===== config.mk =====
export PLATFORM = sky130hd
export DESIGN_NAME = dmem_responder
export DESIGN_NICKNAME = d
export VERILOG_FILES = /design/src/rtl/dmem_responder.sv
export SDC_FILE = /design/constraint.sdc
export NUM_CORES = 1
export LEC_CHECK = 0
export ABC_CLOCK_PERIOD_IN_PS = 2280
export CAP_MARGIN = 20
export CORE_UTILIZATION = 55
export DETAILED_ROUTE_END_ITERATION = 7
export GPL_ROUTABILITY_DRIVEN = 0
export PLACE_DENSITY = 0.76
export SYNTH_ARGS = -nofsm -noshare
export SYNTH_HDL_FRONTEND = slang
export SYNTH_SLANG_ARGS = --single-unit

===== constraint.sdc =====
create_clock -name clk -period 2.28 [get_ports clk]
set_input_delay 0.456 -clock clk [delete_from_list [all_inputs] [get_ports clk]]
set_output_delay 0.456 -clock clk [all_outputs]
set_load 0.03 [all_outputs]

===== src/rtl/dmem_responder.sv =====
// dmem_responder: word-organised data memory answering core loads/stores after LATENCY cycles.
module dmem_responder #(
  parameter int LATENCY = 1,
  parameter int DEPTH = 16
) (
  input  logic        clk,
  input  logic        reset_n,
  input  logic        io_req_valid,
  output logic        io_req_ready,
  input  logic [31:0] io_req_bits_addr,
  input  logic [31:0] io_req_bits_data,
  input  logic        io_req_bits_fcn,
  input  logic [2:0]  io_req_bits_typ,
  output logic        io_resp_valid,
  output logic [31:0] io_resp_bits_data,
  output logic        io_resp_bits_err
);
  localparam int AW = DEPTH > 1 ? $clog2(DEPTH) : 1;
  typedef enum logic [1:0] {IDLE, WAIT, RESP} state_t;
  state_t state, state_nx;
  logic [1:0] cnt, cnt_nx;
  logic [31:0] mem [DEPTH];
  logic [AW-1:0] idx;
  logic [1:0] off;
  logic [2:0] typ;
  logic [31:0] word, load_data, wdata, rdata;
  logic [7:0] byte_v;
  logic [15:0] half_v;
  logic [3:0] mask;
  logic accept, err, we, rerr;
  logic unused_addr;
  assign unused_addr = ^io_req_bits_addr[31:6];
  assign off = io_req_bits_addr[1:0];
  assign typ = io_req_bits_typ;
  assign idx = AW'(32'(io_req_bits_addr[5:2]) % DEPTH);
  assign word = mem[idx];
  assign byte_v = 8'(word >> {off, 3'b000});
  assign half_v = 16'(word >> {off[1], 4'b0000});
  assign io_req_ready = state == IDLE;
  assign accept = io_req_valid && io_req_ready;
  // typ[1:0]==1 covers both H and HU; typ[2] on a store covers BU/HU and the illegal 6/7
  assign err = typ == 3'd3 || typ[2:1] == 2'b11 || (typ[1:0] == 2'd1 && off[0]) ||
               (typ == 3'd2 && off != 2'd0) || (io_req_bits_fcn && typ[2]);
  assign we = accept && io_req_bits_fcn && !err;
  assign load_data = typ == 3'd0 ? {{24{byte_v[7]}}, byte_v} :
                     typ == 3'd1 ? {{16{half_v[15]}}, half_v} :
                     typ == 3'd4 ? {24'd0, byte_v} :
                     typ == 3'd5 ? {16'd0, half_v} : word;
  assign mask = typ == 3'd0 ? 4'b0001 << off : typ == 3'd1 ? 4'b0011 << {off[1], 1'b0} : 4'b1111;
  assign wdata = typ == 3'd0 ? {4{io_req_bits_data[7:0]}} :
                 typ == 3'd1 ? {2{io_req_bits_data[15:0]}} : io_req_bits_data;
  assign io_resp_valid = state == RESP;
  assign io_resp_bits_data = io_resp_valid ? rdata : '0;
  assign io_resp_bits_err = io_resp_valid && rerr;
  always_comb begin
    state_nx = state;
    cnt_nx = cnt;
    case (state)
      IDLE: if (accept) begin
        state_nx = LATENCY == 1 ? RESP : WAIT;
        cnt_nx = 2'(LATENCY - 1);
      end
      WAIT: begin
        state_nx = cnt == 2'd1 ? RESP : WAIT;
        cnt_nx = cnt - 2'd1;
      end
      default: state_nx = IDLE;
    endcase
  end
  always_ff @(posedge clk or negedge reset_n) begin
    if (!reset_n) begin
      state <= IDLE;
      cnt <= '0;
      rdata <= '0;
      rerr <= 1'b0;
    end else begin
      state <= state_nx;
      cnt <= cnt_nx;
      if (accept) begin
        rdata <= (io_req_bits_fcn || err) ? '0 : load_data;
        rerr <= err;
      end
    end
  end
  // reset preloads each word with its own index nibble so loads are recognisable
  always_ff @(posedge clk or negedge reset_n) begin
    if (!reset_n) begin
      for (int i = 0; i < DEPTH; i++) mem[i] <= {8{i[3:0]}};
    end else if (we) begin
      for (int j = 0; j < 4; j++) if (mask[j]) mem[idx][8*j +: 8] <= wdata[8*j +: 8];
    end
  end
endmodule


; ---- Yosys cells after proc, flatten, opt, wreduce, memory -nomap -nowiden
; Index checks and enable logic that the tools add are counted.
[classes]
mul = 0
bitwise = 1
n_reduce_logical = 19
addsub = 1
n_eq_ne = 11
magnitude_cmp = 2
shifts = 4
div = 0
n_mux = 37
[ops]
columns = cell, n
row1 = $mux W512, 7
row2 = $bwmux W512, 4
row3 = $demux W32 S4, 4
row4 = $mux W32, 11
row5 = $bmux W32 S4, 1
row6 = $shr A32 B5 Y16, 1
row7 = $shr A32 B5 Y8, 1
row8 = $mux W24, 1
row9 = $mux W16, 1
row10 = $logic_and A1 B1 Y1, 8
row11 = $mux W4, 2
row12 = $mux W8, 1
row13 = $pmux W2 S2, 2
row14 = $eq A2 B1 Y1 const B, 3
row15 = $eq A3 B2 Y1 const B, 2
row16 = $eq A3 B3 Y1 const B, 2
row17 = $mux W2, 3
row18 = $ge A5 B5 Y1 const B, 1
row19 = $logic_or A1 B1 Y1, 5
row20 = $lt A5 B1 Y1 const B, 1
row21 = $not A4 Y5, 1
row22 = $eq A2 B2 Y1 const B, 2
row23 = $reduce_bool A2 Y1, 2
row24 = $shl A1 B2 Y4 const A, 1
row25 = other kinds (8), 8
[totals]
out_inout_bits = 35
mem_bits_ro = 0
latchBits = 0
mem_count = 0
mem_bits_rw = 0
ff_bits = 549
input_bits = 71
elab_cells = 95

; ---- Logic depth before layout (Yosys ltp)
; Gate-level depths: netlist of the first run.
[logic_depth]
depth_word = 16
mapped_depth = 11
ltp_nobuf = 7

; ---- Worst setup path after synthesis of the first run
; OpenSTA, ideal clock, no wires.
[synth_timing]
kind = in2reg
start = input io_req_bits_addr[3]
end = register rdata[6]
required_time_ns = 2.156
setup_slack_ns = -0.595
arrival_time_ns = 2.750
cell_stages = 9
n_path_buf = 4
path_cell_list = buf_2 -> buf_6 -> buf_6 -> clkbuf_1 -> mux4_2 -> mux4_2 -> mux4_2 -> nor2_1 -> o21ai_1
[synth_between]
elab_chain_len = 10
word_cells_on_any_way = 11
[synth_lines]
columns = element, line_no
row1 = start: declaration, 10  ; input logic [31:0] io_req_bits_addr,
row2 = $not A4 Y5 (not written as such) *, 36  ; assign word = mem[idx];
row3 = $bmux W32 S4 *, 36
row4 = $mux W32 (not written as such) * (2 in series), 36
row5 = $shr A32 B5 Y16, 38  ; assign half_v = 16'(word >> {off[1], 4'b0000});
row6 = $mux W32, 48  ; typ == 3'd5 ? {16'd0, half_v} : word;
row7 = $mux W32, 47  ; typ == 3'd4 ? {24'd0, byte_v} :
row8 = $mux W32, 46  ; typ == 3'd1 ? {{16{half_v[15]}}, half_v} :
row9 = $mux W32 *, 45  ; assign load_data = typ == 3'd0 ? {{24{byte_v[7]}}, byte_v} :
row10 = $mux W32 *, 80  ; rdata <= (io_req_bits_fcn || err) ? '0 : load_data;
row11 = end signal: assignment, 80
row12 = end: declaration, 26  ; logic [31:0] word, load_data, wdata, rdata;
; Mark *: on every way between the ends. The rest lies on a longest branch, timed or not. The select of a mux whose other input is x is not followed.
; A chain may end at the register's enable or synchronous reset.

; ---- Final worst setup path of the first run
[layout_timing]
start = register mem[436] in the netlist's numbering
end = register rdata[4]
[layout_between]
elab_chain_len = 9
word_cells_on_any_way = 10
[layout_lines]
columns = element, line_no
row1 = start: declaration, 22  ; logic [31:0] mem [DEPTH];
row2 = $bmux W32 S4 *, 36
row3 = $mux W32 (not written as such) * (2 in series), 36
row4 = $shr A32 B5 Y16, 38
row5 = $mux W32, 48
row6 = $mux W32, 47
row7 = $mux W32, 46
row8 = $mux W32 *, 45
row9 = $mux W32 *, 80
; Marks and branches as above.

==> results of run 1 <==
==> how the worst max path moves through the flow <==
stage,startpoint,endpoint,slack [ns]
floorplan,io_req_bits_addr[3],rdata[0]$_DFFE_PN0N_,-0.37
global placement,io_req_bits_addr[3],rdata[14]$_DFFE_PN0N_,-0.65
detailed placement,io_req_bits_addr[0],mem[466]$_DFFE_PN0P_,-0.65
CTS,mem[63]$_DFFE_PN1P_,rdata[29]$_DFFE_PN0N_,-0.06
global route,mem[303]$_DFFE_PN0P_,rdata[20]$_DFFE_PN0N_,-0.08
finish,mem[436]$_DFFE_PN0P_,rdata[4]$_DFFE_PN0N_,-0.03
==> per-layer routing <==
metal	part of all wire, %	track usage, %
met1	40	41.43
met2	48	48.21
met3	7.2	6.112
met4	5.1	14.84
met5	0	0
==> per-stage QoR <==
| stage | TNS (ns) | power (mW) | util [%] |
|---|---|---|---|
| floorplan | -11.23 | 12.89 | - |
| global placement | -242.77 | 14.00 | 64.20 |
| detailed placement | -254.56 | 14.16 | 64.20 |
| CTS | -0.2196 | 23.46 | 68.45 |
| global route | -1.640 | 24.19 | 69.04 |
| finish | -0.04625 | 23.44 | 69.05 |
==> timing repair <==
action                                  in CTS  in global routing
hold buffers                                 1                  0
hold endpoints to repair                    13                  0
pin swaps                                    2                 19
buffers inserted                             2                  4
cloned                                       1                  1
resized for setup                           29                 62
endpoints found under the setup margin      95                213
==> synthesized netlist by cell type (12+ instances only) <==
cell                         n  area share [%]
sky130_fd_sc_hd__mux2_2    397              17
sky130_fd_sc_hd__a22o_1     15            0.51
sky130_fd_sc_hd__mux4_2    149              13
sky130_fd_sc_hd__a21oi_1    22            0.42
sky130_fd_sc_hd__mux2i_1    31             1.2
sky130_fd_sc_hd__and2_1     34            0.82
sky130_fd_sc_hd__dfstp_2   256              26
sky130_fd_sc_hd__nand2_1   205             3.0
sky130_fd_sc_hd__nor2b_1    12            0.29
sky130_fd_sc_hd__o21ai_1    12            0.23
sky130_fd_sc_hd__dfrtp_1   293              28
sky130_fd_sc_hd__buf_2      18            0.35
sky130_fd_sc_hd__nand3_1    28            0.54
sky130_fd_sc_hd__nor2_1     41            0.59
sky130_fd_sc_hd__clkbuf_1  111             1.6
sky130_fd_sc_hd__o21ai_0   148             2.9
==> cells by family after synthesis <==
family | count (synthesis) | synth area share (%)
adder cells (fa/ha/maj) | 1 | 0.04819
AND/OR/NAND/NOR | 357 | 6.265
AO/OA/AOI/OAI | 248 | 5.668
buffers and inverters | 149 | 2.530
multiplexers | 577 | 31.34
flip-flops | 549 | 54.15
==> power by group through the flow <==
stage | logic [mW] | clock network (mW) | registers, mW
CTS | 2.91 | 9.39 | 11.2
finish | 2.98 | 9.29 | 11.2
global placement | 2.76 | 0 | 11.2
global route | 3.17 | 9.77 | 11.2
detailed placement | 2.86 | 0 | 11.3
floorplan | 1.77 | 0 | 11.1
==> state kept, by name (all words and copies together) (netlist names) <==
register	cells
cnt	2
mem	512
rdata	32
rerr	1
state	2
==> layout make-up <==
| type | instances | area share, % |
|---|---|---|
| well taps | 607 | 2.363 |
| multi-input cells | 1183 | 36.31 |
| inverters | 7 | 0.08174 |
| clock buffers | 89 | 5.247 |
| repair buffers | 334 | 11.71 |
| clock inverters | 13 | 0.5332 |
| flip-flops and latches | 549 | 43.74 |
| diodes | 2 | 0.01557 |
==> impl_summary.log, run 1 <==
INFO  metric cp_slowest_stage_delay = 0.57 ns
INFO  metric fp.dieArea = 48080 µm²
INFO  metric placed_cell_area = 29890 µm²
INFO  metric ys_dominant_reg_cell = sky130_fd_sc_hd__dfrtp_1
INFO  metric critPathRequiredTime = roughly 2.8 ns
INFO  metric timing.hold.ws = 0.3982 ns
INFO  metric p_leak = 14.16 nW
INFO  metric post_layout_nonfiller_instances = approximately 2800
INFO  metric mostFrequentLayoutCell = sky130_fd_sc_hd__mux2_2
INFO  metric clk_pin_slew_worst_paths = 0.06 ns
INFO  metric power.sequential.fraction = 47.6%
INFO  metric ys_seq_elements = 549
INFO  metric worst_slew_margin_rel = 44.13%
INFO  metric worstSetupPathDepth = 5
INFO  metric grt_first_pass_wirelength = 110.5 mm
INFO  metric detail_route.vias_per_cell = about 6.3
INFO  metric cpMostUsedCell = sky130_fd_sc_hd__mux4_2
INFO  metric p_clk_share = between 30% and 40%
INFO  metric initial_util = 55.77%
INFO  metric grt.total_usage = 30.81%
INFO  metric timing.critical_path.max_delay_family = multiplexers
INFO  metric detail_route.first_pass.iterations = 5
INFO  metric p_comb_share = 12.7%
INFO  metric cts-root-buf = sky130_fd_sc_hd__clkbuf_16
INFO  metric post-place-cells = 2671
INFO  metric cts_inserted_buffers = 55
INFO  metric drive_above_1_share = 57.52%
INFO  metric failed_checks = negative setup slack
INFO  metric worst_ep_arrival_time = 2.79 ns
INFO  metric worstPathCellList = mux4_2 > mux4_2 > mux4_2 > nor2_2 > o21ai_1
INFO  metric ff2ff_path_depth = 5
INFO  metric syn_to_final_growth = 23.82%
INFO  metric die_width = 219.3 µm
INFO  metric outcome = complete, but fails checks
INFO  metric critical_path_buf_inv_count = 0
INFO  metric cts_max_level = 2
INFO  metric worst_skew_pair.late_latency = 0.62 ns
INFO  metric grt_start_max_net_pins = 78
INFO  metric worstHoldPathType = in2async
INFO  metric final.min_clock_period = 2.307 ns
INFO  metric pre_cts_ws = -0.6475 ns
INFO  metric power.internal = 17.71 mW
INFO  metric cts_tree = yes
INFO  metric worst_vdd_rail_ir_drop = roughly 0.75 mV
INFO  metric syn_area_per_cell = 13.80 µm²
INFO  metric syn_inst = 1881
INFO  metric final_min_period_over_clock_period = 101.2%
INFO  metric first_global_vias = 18114
INFO  metric drt_first_iter_violations = 1919
INFO  metric floorplan.die.height = about 220 µm
INFO  metric synth-edff-count = 0
INFO  metric core_area = 46560 µm²
INFO  metric reg_area = around 14000 µm²
INFO  metric wire_per_inst = 25.80 µm
INFO  metric buffer_ports.inserted = 79
INFO  metric finalSetupViolations = 5
INFO  metric worstReg2RegEnd = rdata[4]$_DFFE_PN0N_
INFO  metric powerDensity = 729.3 nW/µm²
INFO  metric crit_path_end_kind = register
INFO  metric switching_share = about a quarter
INFO  metric floorplan.rows = 79
INFO  metric post_synthesis_sequential_area_ratio = 54.15%
INFO  metric multiInputGateArea = 11670 µm²
INFO  metric filler_cell_count = 2942
INFO  metric skew = approximately 0.026 ns
INFO  metric reg2reg_from = mem[436]$_DFFE_PN0P_
INFO  metric final_hold_viol_count = 0
INFO  metric synthDistinctLibCells = 49
INFO  metric nNetsFinal = 2202
INFO  metric wl = 71.83 mm
INFO  metric fmax = 433.5 MHz
INFO  metric synth-async-reset-ratio = 100.0%
INFO  metric antenna_left = 0
INFO  metric slew_violations = 0
INFO  metric count_of_synthesis_stage_warnings_from_yosys = 0
INFO  metric crit_slowest_cell = sky130_fd_sc_hd__mux4_2
INFO  metric final_cell_mix = 374 x sky130_fd_sc_hd__mux2_2, 292 x sky130_fd_sc_hd__dfrtp_1, 256 x sky130_fd_sc_hd__dfstp_2, 199 x sky130_fd_sc_hd__nand2_1, 175 x sky130_fd_sc_hd__buf_4
INFO  metric grt_setup_unrepaired = true
INFO  metric finalWorstSetupSlack = -0.02696 ns
INFO  metric io_pins = 106
INFO  metric regToRegSetupSlack = -0.03 ns
INFO  metric clock_sinks = 549
INFO  metric synth_fp_nets = 1953
INFO  metric drc_violation_count_after_routing = 0
INFO  metric dp_hpwl = 49.32 mm
INFO  metric route.vias.total = 17545
INFO  metric global_route.overflow_total = 0
INFO  metric critical_path_peak_fanout = 2
INFO  metric synthesis.area = 25960 µm²
INFO  metric pin_slew_with_the_least_headroom_to_its_limit = 0.8363 ns
INFO  metric maxCapViolCount = 0
INFO  metric power_switching = between 5 and 6 mW
INFO  metric grt_antenna_before_repair = 3
INFO  metric startpoint_type = register
INFO  metric worst-setup-path-type = reg2reg
INFO  metric cts_buffer_depth = 3
INFO  metric final_design_area_no_fill = 32150 µm²
(Power assumes the default switching activity.)
==> run 2: changes to the inputs <==
Settings changed: ABC_CLOCK_PERIOD_IN_PS 2280 to 2900, CORE_UTILIZATION 55 to 60, PLACE_DENSITY 0.76 to 0.79.
Clock period 2.28 ns to 2.9 ns, I/O delays scaled along.
==> run 2 against run 1 <==
Largest power group unchanged. Sequential cell count unchanged. The flow now finishes without violations. Core utilization increased by 3.7 points. Critical endpoint is now io_resp_valid. Final cell count decreased by 3.2%.
==> impl_summary.log, run 2 (synthesis results as in run 1) <==
INFO  metric detail_route.first_pass.iterations = 7
INFO  metric reg_area = 14060 µm²
INFO  metric wire_per_inst = 24.43 µm
INFO  metric clock_sinks = 549
INFO  metric floorplan.die.height = between 200 and 250 µm
INFO  metric reg2reg_from = mem[63]$_DFFE_PN1P_
INFO  metric drc_violation_count_after_routing = 0
INFO  metric worst_vdd_rail_ir_drop = 0.4382 mV
INFO  metric switching_share = 23.65%
INFO  metric mostFrequentLayoutCell = sky130_fd_sc_hd__mux2_2
INFO  metric worst_skew_pair.late_latency = 0.60 ns
INFO  metric post-place-cells = 2593
INFO  metric post-cts-setup-buffers = 0
INFO  metric io_pins = 106
INFO  metric filler_cell_count = between 2000 and 3000
INFO  metric cts_max_level = 2
INFO  metric critical_path_peak_fanout = 34
INFO  metric final.setup.tns = 0 ns
INFO  metric worst-setup-path-type = reg2out
INFO  metric share_of_the_core_filled_with_cells_in_the_final_layout = 72.74%
INFO  metric timing.hold.ws = approximately 0.48 ns
INFO  metric p_clk_share = 41.4%
INFO  metric initial_util = 61.35%
INFO  metric grt_first_pass_wirelength = 104.2 mm
INFO  metric largest_register_ff_count = 512
INFO  metric wl = roughly 66 mm
INFO  metric dp_hpwl = 45.70 mm
INFO  metric p_comb_share = 11.5%
INFO  metric buffer_ports.inserted = 79
INFO  metric antenna_left = 0
INFO  metric nNetsFinal = 2147
INFO  metric crit_path_end_kind = primary output
INFO  metric syn_to_final_growth = 18.57%
INFO  metric die_width = 210.0 µm
INFO  metric final_hold_viol_count = 0
INFO  metric multiInputGateArea = about 11000 µm²
INFO  metric worstSetupStartpoint = state[0]$_DFFE_PN0P_
INFO  metric cts_inserted_buffers = 54
INFO  metric final_cell_mix = 397 x sky130_fd_sc_hd__mux2_2, 293 x sky130_fd_sc_hd__dfrtp_1, 256 x sky130_fd_sc_hd__dfstp_2, 205 x sky130_fd_sc_hd__nand2_1, 191 x sky130_fd_sc_hd__buf_4
INFO  metric post_cts_resize_count = 0
INFO  metric biggestRegsByFlops = mem: 512 flops, rdata: 32 flops
INFO  metric post_layout_nonfiller_instances = approximately 2700
INFO  metric regMostFlops = mem
INFO  metric first_global_vias = 17962
INFO  metric worst_ep_arrival_time = between 2 and 2.5 ns
INFO  metric final_min_period_over_clock_period = around 93%
INFO  metric power.internal = 14.17 mW
INFO  metric final.min_clock_period = 2.699 ns
INFO  metric cts_tree = yes
INFO  metric grt_start_max_net_pins = 93
INFO  metric fmax = 370.6 MHz
INFO  metric clk_pin_slew_worst_paths = 0.06 ns
INFO  metric finalPower = 18.56 mW
INFO  metric pin_slew_with_the_least_headroom_to_its_limit = approximately 1.1 ns
INFO  metric power_switching = 4.390 mW
INFO  metric route.vias.total = 16881
INFO  metric maxCapViolCount = 0
INFO  metric worst_slew_margin_rel = between 20% and 30%
INFO  metric power.sequential.fraction = 47.1%
INFO  metric worstHoldPathType = reg2reg
INFO  metric skew = 0.01455 ns
INFO  metric grt_antenna_before_repair = 0
INFO  metric diodes = 0
INFO  metric slew_violations = 0
INFO  metric startpoint_type = register
INFO  metric outcome = finished clean
INFO  metric core_area = 42320 µm²
INFO  metric critPathRequiredTime = 2.32 ns
INFO  metric finalSetupViolations = 0
INFO  metric grt.total_usage = 31.28%
INFO  metric p_leak = 13.52 nW
INFO  metric drive_above_1_share = 54.32%
INFO  metric drt_first_iter_violations = 1661
INFO  metric floorplan.rows = 75
INFO  metric cts_buffer_depth = 3
INFO  metric fp.dieArea = between 40000 and 50000 µm²
INFO  metric grt_setup_unrepaired = false
INFO  metric min_from = mem[299]$_DFFE_PN0P_
INFO  metric global_route.overflow_total = 0
INFO  metric powerDensity = 602.9 nW/µm²
INFO  metric detail_route.vias_per_cell = approximately 6.3
INFO  metric cts-root-buf = sky130_fd_sc_hd__clkbuf_16
## run 2: final cells by class
type / count / area share (%)
clock buffers: 70 / 5.052
clock inverters: 30 / 1.370
inverters: 7 / 0.08536
multi-input cells: 1183 / 36.56
flip-flops and latches: 549 / 45.67
well taps: 577 / 2.345
repair buffers: 280 / 8.918
## run 2: what timing repair did
| item | in CTS | in global routing |
|---|---|---|
| endpoints found under the hold margin | 19 | 0 |
| hold buffers | 1 | 0 |
| endpoints found under the setup margin | 0 | 0 |
## run 2: worst max-delay path, cell delays in order (launching register included)
cell and delay (ns):
sky130_fd_sc_hd__dfrtp_1 0.43, sky130_fd_sc_hd__nor2b_1 0.13, sky130_fd_sc_hd__buf_4 0.25, sky130_fd_sc_hd__clkdlybuf4s50_1 0.71
## run 2: worst paths after layout
kind | cells past startpoint | slack [ns] | end
max in group asynchronous | 3 | 1.47 | mem[472]$_DFFE_PN1P_
worst max register to register | 7 | 0.31 | rdata[29]$_DFFE_PN0N_
worst max-delay path | 3 | 0.20 | io_resp_valid
min in group asynchronous | 2 | 0.53 | mem[304]$_DFFE_PN0P_
worst min register to register | 2 | 0.48 | mem[299]$_DFFE_PN0P_
worst min-delay path | 2 | 0.48 | mem[299]$_DFFE_PN0P_
## run 2: power by group through the flow
stage | logic [mW] | clock network [mW] | registers (mW)
detailed placement | 2.11 | 0 | 8.86
CTS | 2.13 | 7.73 | 8.74
floorplan | 1.33 | 0 | 8.74
global placement | 2.02 | 0 | 8.79
global route | 2.30 | 8.03 | 8.81
finish | 2.14 | 7.68 | 8.75
## run 2: per-layer routing
| metal | vias up | share of wire (%) | global-route usage (%) |
|---|---|---|---|
| met5 | - | 0 | 0 |
| met4 | 0 | 3.4 | 12.51 |
| met3 | 131 | 6.6 | 5.170 |
| met2 | 633 | 49 | 50.64 |
| met1 | 8832 | 41 | 42.78 |
| li1 | 7285 | - | - |
## run 2: per-stage QoR
| step | cell area, µm² | setup slack [ns] |
|---|---|---|
| finish | 30780 | 0.2013 |
| global placement | 28780 | -0.1920 |
| CTS | 30770 | 0.1715 |
| global route | 30780 | 0.1164 |
| floorplan | 25970 | 0.04325 |
| detailed placement | 28780 | -0.2327 |
==> run 3: changes to the inputs <==
Settings changed: SLEW_MARGIN set to 25.
==> run 3 against run 2 <==
Design area did not move. Sequential share of layout area stayed put. First-iteration DRC count fell by 2.1%. Core utilization stayed put. Critical endpoint unchanged. Largest cell class unchanged. Critical path type unchanged. Global-route usage unchanged. Total power barely moved. Hold slack lost 0.00051 ns. Worst setup slack hardly changed. Final cell count hardly changed. Sequential cell count did not move.
==> impl_summary.log, run 3 (synthesis results as in run 1) <==
INFO  metric wire_per_inst = between 20 and 25 µm
INFO  metric final_hold_viol_count = 0
INFO  metric cts_inserted_buffers = 54
INFO  metric floorplan.die.height = 210.0 µm
INFO  metric diodes = 0
INFO  metric cts_buffer_depth = 3
INFO  metric first_global_vias = 17962
INFO  metric dp_hpwl = 45.70 mm
INFO  metric worstSetupStartpoint = state[0]$_DFFE_PN0P_
INFO  metric reg_area = 14060 µm²
INFO  metric io_pins = 106
INFO  metric final.setup.tns = 0 ns
INFO  metric biggestRegsByFlops = mem: 512 flops, rdata: 32 flops
INFO  metric clock_sinks = 549
INFO  metric powerDensity = 603.1 nW/µm²
INFO  metric wl = 65.80 mm
INFO  metric route.vias.total = 16909
INFO  metric largest_register_ff_count = 512
INFO  metric crit_path_end_kind = primary output
INFO  metric cp_slowest_stage_delay = 0.71 ns
INFO  metric fp.dieArea = between 40000 and 50000 µm²
INFO  metric outcome = finished clean
INFO  metric initial_util = 61.35%
INFO  metric cts_max_level = 2
INFO  metric multiInputGateArea = 11270 µm²
INFO  metric buffer_ports.inserted = between 70 and 80
INFO  metric cts-root-buf = sky130_fd_sc_hd__clkbuf_16
INFO  metric antenna_left = 0
INFO  metric p_leak = between 10 and 15 nW
INFO  metric regToRegSetupSlack = 0.32 ns
INFO  metric detail_route.first_pass.iterations = 6
INFO  metric worst_ep_arrival_time = 2.12 ns
INFO  metric hold_path_depth = 2
INFO  metric worst_vdd_rail_ir_drop = 0.4385 mV
INFO  metric finalSetupViolations = 0
INFO  metric worstHoldPathType = reg2reg
INFO  metric grt_antenna_before_repair = 0
INFO  metric worstReg2RegEnd = rdata[29]$_DFFE_PN0N_
INFO  metric clk_pin_slew_worst_paths = 0.06 ns
INFO  metric worst_skew_pair.late_latency = roughly 0.6 ns
INFO  metric worst-setup-path-type = reg2out
INFO  metric whs_endpoint = mem[299]$_DFFE_PN0P_
INFO  metric detail_route.vias_per_cell = 6.277
INFO  metric filler_cell_count = 2622
INFO  metric min_from = mem[299]$_DFFE_PN0P_
INFO  metric regMostFlops = mem
INFO  metric fmax = 370.6 MHz
INFO  metric drt_first_iter_violations = 1626
INFO  metric critical_path_peak_fanout = 34
INFO  metric final_min_period_over_clock_period = between 90% and 100%
INFO  metric ff2ff_path_depth = 7
INFO  metric global_route.overflow_total = 0
INFO  metric drc_violation_count_after_routing = 0
INFO  metric drive_above_1_share = between 50% and 60%
INFO  metric post-cts-setup-buffers = 0
INFO  metric postCtsHoldBufs = 1
INFO  metric mostFrequentLayoutCell = sky130_fd_sc_hd__mux2_2
INFO  metric floorplan.rows = between 70 and 80
INFO  metric reg2reg_from = mem[63]$_DFFE_PN1P_
INFO  metric final_cell_mix = 397 x sky130_fd_sc_hd__mux2_2, 293 x sky130_fd_sc_hd__dfrtp_1, 256 x sky130_fd_sc_hd__dfstp_2, 205 x sky130_fd_sc_hd__nand2_1, 189 x sky130_fd_sc_hd__buf_4
INFO  metric startpoint_type = register
INFO  metric grt_setup_unrepaired = false
INFO  metric die_width = 210.0 µm
INFO  metric grt_first_pass_wirelength = roughly 100 mm
INFO  metric maxCapViolCount = 0
INFO  metric slew_violations = 0
INFO  metric core_area = 42320 µm²
INFO  metric cts_tree = yes
INFO  metric worstPathCellList = nor2b_1 > buf_4 > clkdlybuf4s50_1
INFO  metric grt_start_max_net_pins = 93
INFO  metric worst_slew_margin_rel = 40.67%
INFO  metric syn_to_final_growth = 18.57%
INFO  metric pin_slew_with_the_least_headroom_to_its_limit = about 0.87 ns
INFO  metric nNetsFinal = 2145
INFO  metric final.min_clock_period = between 2 and 3 ns
INFO  metric post_cts_resize_count = 0
INFO  metric critPathRequiredTime = between 2 and 2.5 ns
INFO  metric timing.hold.ws = 0.4790 ns
INFO  metric crit_slowest_cell = sky130_fd_sc_hd__clkdlybuf4s50_1
INFO  metric grt.total_usage = 31.28%
INFO  metric skew = 0.01633 ns
-- run 3: cell types whose count changed in the layout (fill, tap and decap cells not counted), sizes merged --
cell  before  now
buf      237  235
-- run 3: how the worst max path moves through the flow --
stage	to	slack, ns
6_report	io_resp_valid	0.20
5_1_grt	io_resp_valid	0.12
4_1_cts	io_resp_valid	0.17
3_5_place_dp	rdata[29]$_DFFE_PN0N_	-0.23
3_3_place_gp	rdata[29]$_DFFE_PN0N_	-0.19
2_1_floorplan	rdata[2]$_DFFE_PN0N_	0.04
-- run 3: through the flow --
step	setup WS [ns]	total power [mW]	instances	cell area (µm²)	utilization (%)
floorplan	0.04325	10.07	1881	25970	-
global placement	-0.1920	10.81	2593	28780	68.01
detailed placement	-0.2327	10.97	2593	28780	68.01
CTS	0.1715	18.61	2694	30770	72.70
global route	0.1164	19.14	2694	30780	72.74
finish	0.2013	18.57	2694	30780	72.74
-- run 3: per-layer routing --
metal	vias to the layer above	global-route usage, %	routed length (µm)
li1	7290	-	-
met1	8827	42.78	27010
met5	-	0	0
met4	0	12.51	2264
met3	131	5.170	4524
met2	661	50.64	32000
-- run 3: area by class of cell --
| class | instances | share of cell area (%) |
|---|---|---|
| Clock buffer | 70 | 5.052 |
| Inverter | 7 | 0.08536 |
| Multi-Input combinational cell | 1183 | 36.61 |
| Tap cell | 577 | 2.345 |
| Clock inverter | 30 | 1.370 |
| Sequential cell | 549 | 45.67 |
| Timing Repair Buffer | 278 | 8.869 |
-- run 3: power by group --
part	switching [mW]	internal, mW	leakage [nW]
registers	0.301	8.45	6.67
logic	1.09	1.05	5.89
clock network	3.01	4.67	0.961
total	4.40	14.2	13.5
-- run 3: critical path: cells and delay by family, from the launching register on --
family	cells	cell delay, ns
and+or+nand+nor	1	0.13
DFF	1	0.43
buffers and inverters	2	0.96
